<file path="src/rtl/mips_ctrl_pkg.sv">
`default_nettype none
// ============================================================================
// Module      : mips_ctrl_pkg
// Description : Shared constants, control-word struct and forwarding helper
//               for the MIPS pipeline control unit.
// Revision    : 1.0 - initial release
// ============================================================================
package mips_ctrl_pkg;

    localparam int REG_W = 5;

    localparam logic [5:0] OP_RTYPE = 6'h00;
    localparam logic [5:0] OP_ADDI  = 6'h08;
    localparam logic [5:0] OP_LW    = 6'h23;
    localparam logic [5:0] OP_SW    = 6'h2B;
    localparam logic [5:0] OP_BEQ   = 6'h04;

    localparam logic [5:0] FN_ADD = 6'h20;
    localparam logic [5:0] FN_SUB = 6'h22;
    localparam logic [5:0] FN_AND = 6'h24;
    localparam logic [5:0] FN_OR  = 6'h25;
    localparam logic [5:0] FN_SLT = 6'h2A;

    localparam logic [3:0] ALU_OP_AND = 4'b0000;
    localparam logic [3:0] ALU_OP_OR  = 4'b0001;
    localparam logic [3:0] ALU_OP_ADD = 4'b0010;
    localparam logic [3:0] ALU_OP_SUB = 4'b0110;
    localparam logic [3:0] ALU_OP_SLT = 4'b0111;

    localparam logic [1:0] FWD_REG   = 2'b00;
    localparam logic [1:0] FWD_EXMEM = 2'b10;
    localparam logic [1:0] FWD_MEMWB = 2'b01;

    typedef struct packed {
        logic       reg_dst;
        logic       alu_src;
        logic [3:0] alu_op;
        logic       branch;
        logic       mem_read;
        logic       mem_write;
        logic       reg_write;
        logic       mem_to_reg;
    } ctrl_t;

    // The younger producer (EX/MEM) always wins over MEM/WB.
    function automatic logic [1:0] fwd_sel(
        input logic [REG_W-1:0] src,
        input logic             exmem_we,
        input logic [REG_W-1:0] exmem_dest,
        input logic             memwb_we,
        input logic [REG_W-1:0] memwb_dest
    );
        if (exmem_we && (exmem_dest != '0) && (exmem_dest == src))
            return FWD_EXMEM;
        else if (memwb_we && (memwb_dest != '0) && (memwb_dest == src))
            return FWD_MEMWB;
        else
            return FWD_REG;
    endfunction

endpackage
`default_nettype wire

</file>
<file path="src/rtl/main_decoder.sv">
`default_nettype none
// ============================================================================
// Module      : main_decoder
// Description : Combinational opcode/funct decode into the control word.
// Revision    : 1.0 - initial release
// ============================================================================
module main_decoder
    import mips_ctrl_pkg::*;
(
    input  logic [5:0] i_opcode,
    input  logic [5:0] i_funct,
    input  logic       i_nop,
    output ctrl_t      o_ctrl,
    output logic       o_illegal
);

    always_comb begin
        o_ctrl    = '0;
        o_illegal = 1'b0;
        case (i_opcode)
            OP_RTYPE: begin
                o_ctrl.reg_dst   = 1'b1;
                o_ctrl.reg_write = 1'b1;
                case (i_funct)
                    FN_ADD:  o_ctrl.alu_op = ALU_OP_ADD;
                    FN_SUB:  o_ctrl.alu_op = ALU_OP_SUB;
                    FN_AND:  o_ctrl.alu_op = ALU_OP_AND;
                    FN_OR:   o_ctrl.alu_op = ALU_OP_OR;
                    FN_SLT:  o_ctrl.alu_op = ALU_OP_SLT;
                    default: begin
                        // The all-zero word is the pipeline NOP, not an error.
                        o_ctrl    = '0;
                        o_illegal = !i_nop;
                    end
                endcase
            end
            OP_ADDI: begin
                o_ctrl.alu_src   = 1'b1;
                o_ctrl.reg_write = 1'b1;
                o_ctrl.alu_op    = ALU_OP_ADD;
            end
            OP_LW: begin
                o_ctrl.alu_src    = 1'b1;
                o_ctrl.mem_read   = 1'b1;
                o_ctrl.reg_write  = 1'b1;
                o_ctrl.mem_to_reg = 1'b1;
                o_ctrl.alu_op     = ALU_OP_ADD;
            end
            OP_SW: begin
                o_ctrl.alu_src   = 1'b1;
                o_ctrl.mem_write = 1'b1;
                o_ctrl.alu_op    = ALU_OP_ADD;
            end
            OP_BEQ: begin
                o_ctrl.branch = 1'b1;
                o_ctrl.alu_op = ALU_OP_SUB;
            end
            default: o_illegal = 1'b1;
        endcase
    end

endmodule
`default_nettype wire

</file>
<file path="src/rtl/pipeline_control_unit.sv">
`default_nettype none
// ============================================================================
// Module      : pipeline_control_unit
// Description : Control pipeline (ID/EX, EX/MEM, MEM/WB), load-use stall,
//               branch flush and EX-stage forwarding selects.
// Revision    : 1.0 - initial release
// ============================================================================
module pipeline_control_unit
    import mips_ctrl_pkg::*;
#(
    parameter int INSTR_W    = 32,
    parameter int REG_ADDR_W = 5,
    parameter int ALU_OP_W   = 4
) (
    input  logic                  clk,
    input  logic                  rst,
    input  logic                  en,
    input  logic [INSTR_W-1:0]    id_instr,
    input  logic                  ex_zero,
    output logic [ALU_OP_W-1:0]   ex_alu_op,
    output logic                  ex_alu_src,
    output logic                  ex_reg_dst,
    output logic                  mem_mem_read,
    output logic                  mem_mem_write,
    output logic                  wb_reg_write,
    output logic                  wb_mem_to_reg,
    output logic [REG_ADDR_W-1:0] wb_rd,
    output logic                  pc_write,
    output logic                  ifid_write,
    output logic                  ifid_flush,
    output logic                  pc_src,
    output logic [1:0]            forward_a,
    output logic [1:0]            forward_b,
    output logic                  illegal_instr
);

    logic [5:0]            w_opcode;
    logic [5:0]            w_funct;
    logic [REG_ADDR_W-1:0] w_rs;
    logic [REG_ADDR_W-1:0] w_rt;
    logic [REG_ADDR_W-1:0] w_rd;
    logic                  w_nop;
    ctrl_t                 w_dec_ctrl;
    logic                  w_dec_illegal;
    logic [REG_ADDR_W-1:0] w_dest;
    logic                  w_stall;
    logic                  w_take;

    ctrl_t                 r_idex_ctrl;
    logic [REG_ADDR_W-1:0] r_idex_rs;
    logic [REG_ADDR_W-1:0] r_idex_rt;
    logic [REG_ADDR_W-1:0] r_idex_dest;
    logic                  r_exmem_mem_read;
    logic                  r_exmem_mem_write;
    logic                  r_exmem_reg_write;
    logic                  r_exmem_mem_to_reg;
    logic [REG_ADDR_W-1:0] r_exmem_dest;
    logic                  r_memwb_reg_write;
    logic                  r_memwb_mem_to_reg;
    logic [REG_ADDR_W-1:0] r_memwb_dest;
    logic                  r_illegal;

    assign w_opcode = id_instr[31:26];
    assign w_funct  = id_instr[5:0];
    assign w_rs     = id_instr[21 +: REG_ADDR_W];
    assign w_rt     = id_instr[16 +: REG_ADDR_W];
    assign w_rd     = id_instr[11 +: REG_ADDR_W];
    assign w_nop    = (id_instr == '0);

    main_decoder u_main_decoder (
        .i_opcode  (w_opcode),
        .i_funct   (w_funct),
        .i_nop     (w_nop),
        .o_ctrl    (w_dec_ctrl),
        .o_illegal (w_dec_illegal)
    );

    always_comb begin
        w_dest = '0;
        if (w_dec_ctrl.reg_write)
            w_dest = w_dec_ctrl.reg_dst ? w_rd : w_rt;
    end

    // Stall is conservative: any ID reader of the load target waits, even sw/beq.
    assign w_stall = r_idex_ctrl.mem_read && (r_idex_rt != '0) &&
                     ((r_idex_rt == w_rs) || (r_idex_rt == w_rt));
    assign w_take  = r_idex_ctrl.branch && ex_zero;

    always_comb begin
        pc_write   = en && (w_take || !w_stall);
        ifid_write = en && (w_take || !w_stall);
        ifid_flush = en && w_take;
        pc_src     = en && w_take;
    end

    always_ff @(posedge clk) begin
        if (rst) begin
            r_idex_ctrl        <= '0;
            r_idex_rs          <= '0;
            r_idex_rt          <= '0;
            r_idex_dest        <= '0;
            r_exmem_mem_read   <= 1'b0;
            r_exmem_mem_write  <= 1'b0;
            r_exmem_reg_write  <= 1'b0;
            r_exmem_mem_to_reg <= 1'b0;
            r_exmem_dest       <= '0;
            r_memwb_reg_write  <= 1'b0;
            r_memwb_mem_to_reg <= 1'b0;
            r_memwb_dest       <= '0;
            r_illegal          <= 1'b0;
        end else if (en) begin
            if (w_stall || w_take || w_dec_illegal) begin
                r_idex_ctrl <= '0;
                r_idex_rs   <= '0;
                r_idex_rt   <= '0;
                r_idex_dest <= '0;
            end else begin
                r_idex_ctrl <= w_dec_ctrl;
                r_idex_rs   <= w_rs;
                r_idex_rt   <= w_rt;
                r_idex_dest <= w_dest;
            end
            r_exmem_mem_read   <= r_idex_ctrl.mem_read;
            r_exmem_mem_write  <= r_idex_ctrl.mem_write;
            r_exmem_reg_write  <= r_idex_ctrl.reg_write;
            r_exmem_mem_to_reg <= r_idex_ctrl.mem_to_reg;
            r_exmem_dest       <= r_idex_dest;
            r_memwb_reg_write  <= r_exmem_reg_write;
            r_memwb_mem_to_reg <= r_exmem_mem_to_reg;
            r_memwb_dest       <= r_exmem_dest;
            // Only flag the opcode once, when it actually leaves ID.
            r_illegal          <= w_dec_illegal && !w_stall && !w_take;
        end
    end

    assign forward_a = fwd_sel(r_idex_rs, r_exmem_reg_write, r_exmem_dest,
                               r_memwb_reg_write, r_memwb_dest);
    assign forward_b = fwd_sel(r_idex_rt, r_exmem_reg_write, r_exmem_dest,
                               r_memwb_reg_write, r_memwb_dest);

    assign ex_alu_op     = ALU_OP_W'(r_idex_ctrl.alu_op);
    assign ex_alu_src    = r_idex_ctrl.alu_src;
    assign ex_reg_dst    = r_idex_ctrl.reg_dst;
    assign mem_mem_read  = r_exmem_mem_read;
    assign mem_mem_write = r_exmem_mem_write;
    assign wb_reg_write  = r_memwb_reg_write;
    assign wb_mem_to_reg = r_memwb_mem_to_reg;
    assign wb_rd         = r_memwb_dest;
    assign illegal_instr = r_illegal;

endmodule
`default_nettype wire

</file>
<file path="config.mk">
export PLATFORM = sky130hd
export DESIGN_NAME = pipeline_control_unit
export DESIGN_NICKNAME = d
export VERILOG_FILES = /design/src/rtl/mips_ctrl_pkg.sv /design/src/rtl/main_decoder.sv /design/src/rtl/pipeline_control_unit.sv
export SDC_FILE = /design/constraint.sdc
export NUM_CORES = 1
export LEC_CHECK = 0
export ABC_AREA = 0
export CAP_MARGIN = 30
export CORE_MARGIN = 2
export CORE_UTILIZATION = 38
export DETAILED_ROUTE_END_ITERATION = 10
export GPL_TIMING_DRIVEN = 1
export PLACE_DENSITY_LB_ADDON = 0.2
export SKIP_CTS_REPAIR_TIMING = 1
export SLEW_MARGIN = 20
export SYNTH_ARGS = -nofsm -noshare
export SYNTH_HDL_FRONTEND = slang
export SYNTH_SLANG_ARGS = --single-unit
</file>
<file path="constraint.sdc">
create_clock -name clk -period 6.3 [get_ports clk]
set_clock_uncertainty 0.15 [all_clocks]
set_input_delay 0.63 -clock clk [delete_from_list [all_inputs] [get_ports clk]]
set_output_delay 0.63 -clock clk [all_outputs]
set_load 0.03 [all_outputs]
</file>
==> results of run 1 <==
==> layout make-up <==
| class | instances | area, um^2 |
|---|---|---|
| clock buffer | 6 | 72.57 |
| clock inverter | 2 | 35.03 |
| fill | 518 | 2648 |
| inverter | 1 | 3.754 |
| multi-input combinational | 170 | 1186 |
| sequential | 40 | 800.8 |
| tap | 72 | 90.09 |
| timing repair buffer | 61 | 603.1 |
==> cells in the final DEF (no fill, tap or decap), types with 3 or more instances in the layout <==
cell / Yosys / routed
sky130_fd_sc_hd__clkdlybuf4s50_1: 0 / 58
sky130_fd_sc_hd__dfxtp_1: 40 / 40
sky130_fd_sc_hd__nor2_1: 24 / 24
sky130_fd_sc_hd__mux2i_1: 20 / 20
sky130_fd_sc_hd__nand2_1: 19 / 19
sky130_fd_sc_hd__xnor2_1: 16 / 16
sky130_fd_sc_hd__xor2_1: 15 / 15
sky130_fd_sc_hd__a32o_1: 12 / 12
sky130_fd_sc_hd__nor4_1: 11 / 11
sky130_fd_sc_hd__nand3_1: 7 / 7
sky130_fd_sc_hd__o31ai_1: 7 / 7
sky130_fd_sc_hd__or4_1: 5 / 5
sky130_fd_sc_hd__clkbuf_8: 0 / 5
sky130_fd_sc_hd__a22o_1: 4 / 4
sky130_fd_sc_hd__o21ai_1: 3 / 3
sky130_fd_sc_hd__o21ai_0: 3 / 3
sky130_fd_sc_hd__buf_4: 6 / 3
==> per-stage QoR <==
stage | std cells | hold slack (ps)
after floorplan | 233 | 274.8
after global placement | 344 | 287.3
after detailed placement | 344 | 298.0
after CTS | 352 | 307.7
after global routing | 352 | 320.7
final | 352 | 304.0
==> worst paths after layout <==
kind | depth (start not counted) | to
max reg2reg | 4 | r_idex_ctrl[3]
min reg2reg | 2 | r_idex_ctrl[1]
max | 7 | ifid_write
min | 2 | r_idex_ctrl[1]
==> cells by family (layout without fill, tap and decap cells) <==
kind of cell	count (synthesis)	after routing	synth area share, %
buffers and inverters	23	70	6.367
and+or+nand+nor	78	78	18.22
muxes	20	20	9.434
AOI/OAI and AO/OA	40	40	15.27
other	1	1	0.1767
xor gates and xnor gates	31	31	12.79
DFF	40	40	37.74
==> worst reg2reg max path, cell delays in order (launching register included) <==
cell and delay, ps:
sky130_fd_sc_hd__dfxtp_1 400, sky130_fd_sc_hd__or4_1 560, sky130_fd_sc_hd__o21a_1 230, sky130_fd_sc_hd__a21oi_4 440, sky130_fd_sc_hd__a32o_1 240
==> routing by layer <==
metal	vias up	wire length, um	global-route usage (%)
li1	928	-	-
met1	872	2635	24.52
met2	47	2358	26.41
met3	4	209	2.727
met4	0	38	4.737
met5	-	0	0
==> power groups by stage <==
| stage | Combinational [mW] | Clock [mW] | Sequential, mW |
|---|---|---|---|
| floorplan | 0.0321 | 0 | 0.263 |
| global placement | 0.0674 | 0 | 0.263 |
| detailed placement | 0.0672 | 0 | 0.263 |
| CTS | 0.0676 | 0.210 | 0.257 |
| global route | 0.0725 | 0.217 | 0.257 |
| finish | 0.0675 | 0.204 | 0.257 |
==> run summary, run 1 <==
Status - finished, final reports clean
Sequential cell fraction of total power - 48.6%
Setup slack of the most critical reg-to-reg path - 4230 ps
Switching power of the nets - 0.1217 mW
Leakage power summed over all cells - 1.075 nW
Required time of the critical path - 5520 ps
Number of detailed-route iterations in the first pass - 4
Total number of H-tree levels - 2
Clock Latency Late Sink - 280 ps
Cell at the root of the clock tree - sky130_fd_sc_hd__clkbuf_8
Delay of the slowest critical-path stage - 600 ps
Mapped Nets - 269
Via count of the first global-routing pass - 1700
DPL Wire Length - 3823 um
Core ar. - 5439 um^2
Overall Power - 0.5281 mW
Crit path time final - 3489 ps
Slack of the critical path - 2811 ps
Comb pwr share - 12.8%
Core Rows - 27
Placer's final routability congestion estimate - 0.9168
Sequential area share after synthesis - 37.74%
Worst path most repeated cell - sky130_fd_sc_hd__clkdlybuf4s50_1
Final setup violation count - 0
Switching share of power - 23.05%
Beginning of the worst hold path - r_idex_ctrl[1]
Number of vias per cell after detailed routing - 5.259
Dominant synthesized flop cell - sky130_fd_sc_hd__dfxtp_1
FMAX - 286.6 MHz
Chip height - 78.73 um
Post-Route Setup TNS - 0 ps
Startpoint type of the worst setup path - input pin
Synth top cells by count - 40 x sky130_fd_sc_hd__dfxtp_1, 24 x sky130_fd_sc_hd__nor2_1, 20 x sky130_fd_sc_hd__mux2i_1, 19 x sky130_fd_sc_hd__nand2_1, 16 x sky130_fd_sc_hd__xnor2_1
Count of distinct cell types in the synthesized netlist - 38
Number of instances in the synthesized netlist - 233
Post-synth design cell area - 2122 um^2
Area growth from synthesis to final layout - 31.54%
Total Wirelength - 5242 um
Number of synthesized flops with an enable pin - 0
YS warnings - 0
Final core area utilization - 51.32%
Number of slew-limit violations in the final report - 0
Total CTS buffers - 5
Cells taking the most area after synthesis - sky130_fd_sc_hd__dfxtp_1 38%, sky130_fd_sc_hd__mux2i_1 9.4%, sky130_fd_sc_hd__xnor2_1 6.6%, sky130_fd_sc_hd__xor2_1 6.2%, sky130_fd_sc_hd__a32o_1 5.7%
Pin count of the biggest net entering global routing - 26
Floorplan die area - 6198 um^2
Post-layout instance area - 2791 um^2
Number of max-capacitance violations reported - 0
Final worst path period share - 55.38%
Synth area leader - sky130_fd_sc_hd__dfxtp_1
Total vias in the final route - 1851
Kind of cell adding the most delay to the critical path - buffers and inverters
Boundary Pins - 60
RSZ-0062 raised after global routing - no
Slew @ Worst Pin - 612.3 ps
Async set-reset flop share out of synthesis - 0%
Worst setup EP type - output port
Final antenna-violating net count - 0
First-pass GRT wire length - 8404 um
Top fanout value on the critical path - 10
Worst VDD drop - 0.1121 mV
Layout cell share with drive strength beyond 1 - 4.643%
Number of nets in the layout - 315
Worst Setup SP - id_instr[19]
Bufs and invs on worst path - 2
Synthesized area per cell - 9.107 um^2
Pre-CTS setup slack - 2811 ps
Clock group share of total power - 38.6%
Final hold violation count - 0
Highest-delay cell along the critical path - sky130_fd_sc_hd__clkdlybuf4s50_1
Data arrival at the endpoint of the critical path - 2710 ps
Number of sinks handled by clock tree synthesis - 40
DRT iter0 DRCs - 106
Flip-flop and latch count after synthesis - 40
Internal Pwr Total - 0.4064 mW
Initial antenna violation count - 0
Post-detailed-route DRC marker count - 0
Die boundary width - 78.73 um
Worst Hold Class - reg -> reg
Clock-pin slew on the worst setup and hold paths - 80 ps
PortBufs - 58
Cell area power density - 189.2 nW/um^2
Worst rel slew slack - 59.03%
Kind of critical path - in -> out
Crit path cell chain - clkdlybuf4s50_1 > xnor2_1 > nand3_1 > o22ai_1 > and2_4 > a21boi_1 > clkdlybuf4s50_1
Leftover overflow at the end of global routing - 0
GRT Total Usage - 17.06%
CTS tree - yes
Initial core utilization - 39.02%
Reg-to-reg startpoint - r_idex_rt[4]
Antenna diodes - 0
Avg WL per Cell - 14.89 um
Dominant cell by count in the synthesized netlist - sky130_fd_sc_hd__dfxtp_1
Top-area cell type share of the netlist area - 37.74%
Buffer levels on the longest clock path - 2
DP Area - 2684 um^2
Power figures use the tool's default switching activity.
==> run 2, diff against run 1 <==
Clock period 6.3 ns to 3.5 ns, I/O delays scaled along.
==> run 2 against run 1 <==
Sequential power rose by 80%. Highest routed layer unchanged. Critical path depth down 2. Non-clock buffer count rose by 1. Flip-flop and latch count stayed put.
==> run summary, run 2 (same netlist as run 1, synthesis figures left out) <==
Reg-to-reg startpoint - r_idex_rt[4]
Final setup violation count - 0
Core ar. - 5439 um^2
Number of filler cells placed in the layout - 549
Required time of the critical path - 3000 ps
Overall Power - 0.9077 mW
Crit path time final - 3068 ps
Number of sinks handled by clock tree synthesis - 40
Number of max-capacitance violations reported - 0
Number of detailed-route iterations in the first pass - 4
Setup slack of the most critical reg-to-reg path - 1450 ps
Most common cell after layout, fill and taps aside - sky130_fd_sc_hd__clkdlybuf4s50_1
Post-Route Setup TNS - 0 ps
DRT iter0 DRCs - 92
Flip-flop and latch area - 800.8 um^2
Number of nets in the layout - 316
Number of vias per cell after detailed routing - 5.181
Final antenna-violating net count - 0
Worst R2R Path Depth - 4
Highest-count cells in the layout ignoring fill and taps - 58 x sky130_fd_sc_hd__clkdlybuf4s50_1, 40 x sky130_fd_sc_hd__dfxtp_1, 24 x sky130_fd_sc_hd__nor2_1
Avg WL per Cell - 14.76 um
Clock-pin slew on the worst setup and hold paths - 80 ps
Status - finished, final reports clean
Total CTS buffers - 5
Leftover overflow at the end of global routing - 0
Buffer levels on the longest clock path - 2
Highest-delay cell along the critical path - sky130_fd_sc_hd__clkdlybuf4s50_1
Crit path cell chain - or4_1 > o21a_1 > and2_4 > a21boi_1 > clkdlybuf4s50_1
Final hold violation count - 0
End of the worst register-to-register path - r_idex_rt[1]
Non-filler instance count after layout - 353
Worst VDD drop - 0.2037 mV
Initial antenna violation count - 0
Via count of the first global-routing pass - 1755
Cell area power density - 325.5 nW/um^2
First-pass GRT wire length - 8652 um
Final worst path period share - 87.66%
Post-detailed-route DRC marker count - 0
Core Rows - 27
GRT Total Usage - 17.90%
Total Wirelength - 5209 um
Antenna diodes - 0
Total number of H-tree levels - 2
Boundary Pins - 60
Clock Latency Late Sink - 290 ps
Startpoint type of the worst setup path - flip-flop
Floorplan die area - 6198 um^2
Top fanout value on the critical path - 10
FMAX - 325.9 MHz
Worst Setup SP - r_idex_rt[4]
Pin count of the biggest net entering global routing - 26
Worst setup EP type - output port
CTS tree - yes
DPL Wire Length - 3888 um
Area of the multi-input gates - 1186 um^2
RSZ-0062 raised after global routing - no
Worst rel slew slack - 59.36%
Kind of critical path - reg -> out
Count of placed standard cells including taps - 345
Delay of the slowest critical-path stage - 700 ps
Data arrival at the endpoint of the critical path - 2570 ps
Initial core utilization - 39.02%
Worst Hold Class - reg -> reg
Chip height - 78.73 um
Cell at the root of the clock tree - sky130_fd_sc_hd__clkbuf_8
Leakage power summed over all cells - 1.068 nW
PortBufs - 58
Number of slew-limit violations in the final report - 0
Die boundary width - 78.73 um
Layout cell share with drive strength beyond 1 - 5.338%
Endpoint of the worst setup timing path - ifid_write
Placer's final routability congestion estimate - 0.8779
Slew @ Worst Pin - 607.4 ps
Total vias in the final route - 1829
Area growth from synthesis to final layout - 31.43%
==> run 2: how the worst min path moves through the flow <==
stage	cells past startpoint	end	startpoint
6_report	2	r_idex_ctrl[1]	r_idex_ctrl[1]
5_1_grt	2	r_idex_ctrl[2]	r_idex_ctrl[2]
4_1_cts	2	r_idex_ctrl[1]	r_idex_ctrl[1]
3_5_place_dp	2	r_idex_ctrl[1]	r_idex_ctrl[1]
3_3_place_gp	2	r_idex_ctrl[1]	r_idex_ctrl[1]
2_1_floorplan	2	r_idex_dest[0]	r_idex_dest[0]
==> run 2: where the power goes <==
| group | switching, mW | leakage [nW] | internal, mW | total, mW |
|---|---|---|---|---|
| combinational | 0.0596 | 0.702 | 0.0624 | 0.122 |
| clock | 0.164 | 0.0434 | 0.159 | 0.324 |
| sequential | 0.00397 | 0.323 | 0.458 | 0.462 |
| total | 0.228 | 1.07 | 0.680 | 0.908 |
==> run 2: critical path, delay by kind of cell, from the launching register on <==
kind / cells / cell delay [ps]
flops: 1 / 400
simple gates: 2 / 760
buf+inv: 1 / 700
compound gates: 2 / 410
==> run 2: stage by stage <==
stage	area, um^2	hold slack, ps	setup slack (ps)	utilization, %
2_1_floorplan	2122	274.8	745.2	-
3_3_place_gp	2691	288.0	593.5	49.48
3_5_place_dp	2691	293.6	530.3	49.48
4_1_cts	2789	304.8	412.2	51.28
5_1_grt	2789	326.3	333.3	51.28
6_report	2789	303.3	431.7	51.28
==> run 2: area by class of cell <==
| cell class | count | area share, % |
|---|---|---|
| Inverter | 1 | 0.1346 |
| Clock buffer | 6 | 2.961 |
| Multi-Input combinational cell | 170 | 42.53 |
| Timing Repair Buffer | 62 | 21.89 |
| Sequential cell | 40 | 28.71 |
| Tap cell | 72 | 3.230 |
| Clock inverter | 2 | 0.5384 |
==> run 2: routing by layer <==
layer,track usage (%),share of wire (%),vias up
li1,-,-,931
met1,25.89,49,840
met2,26.32,45,52
met3,3.636,4.6,6
met4,6.316,1.3,0
met5,0,0,-
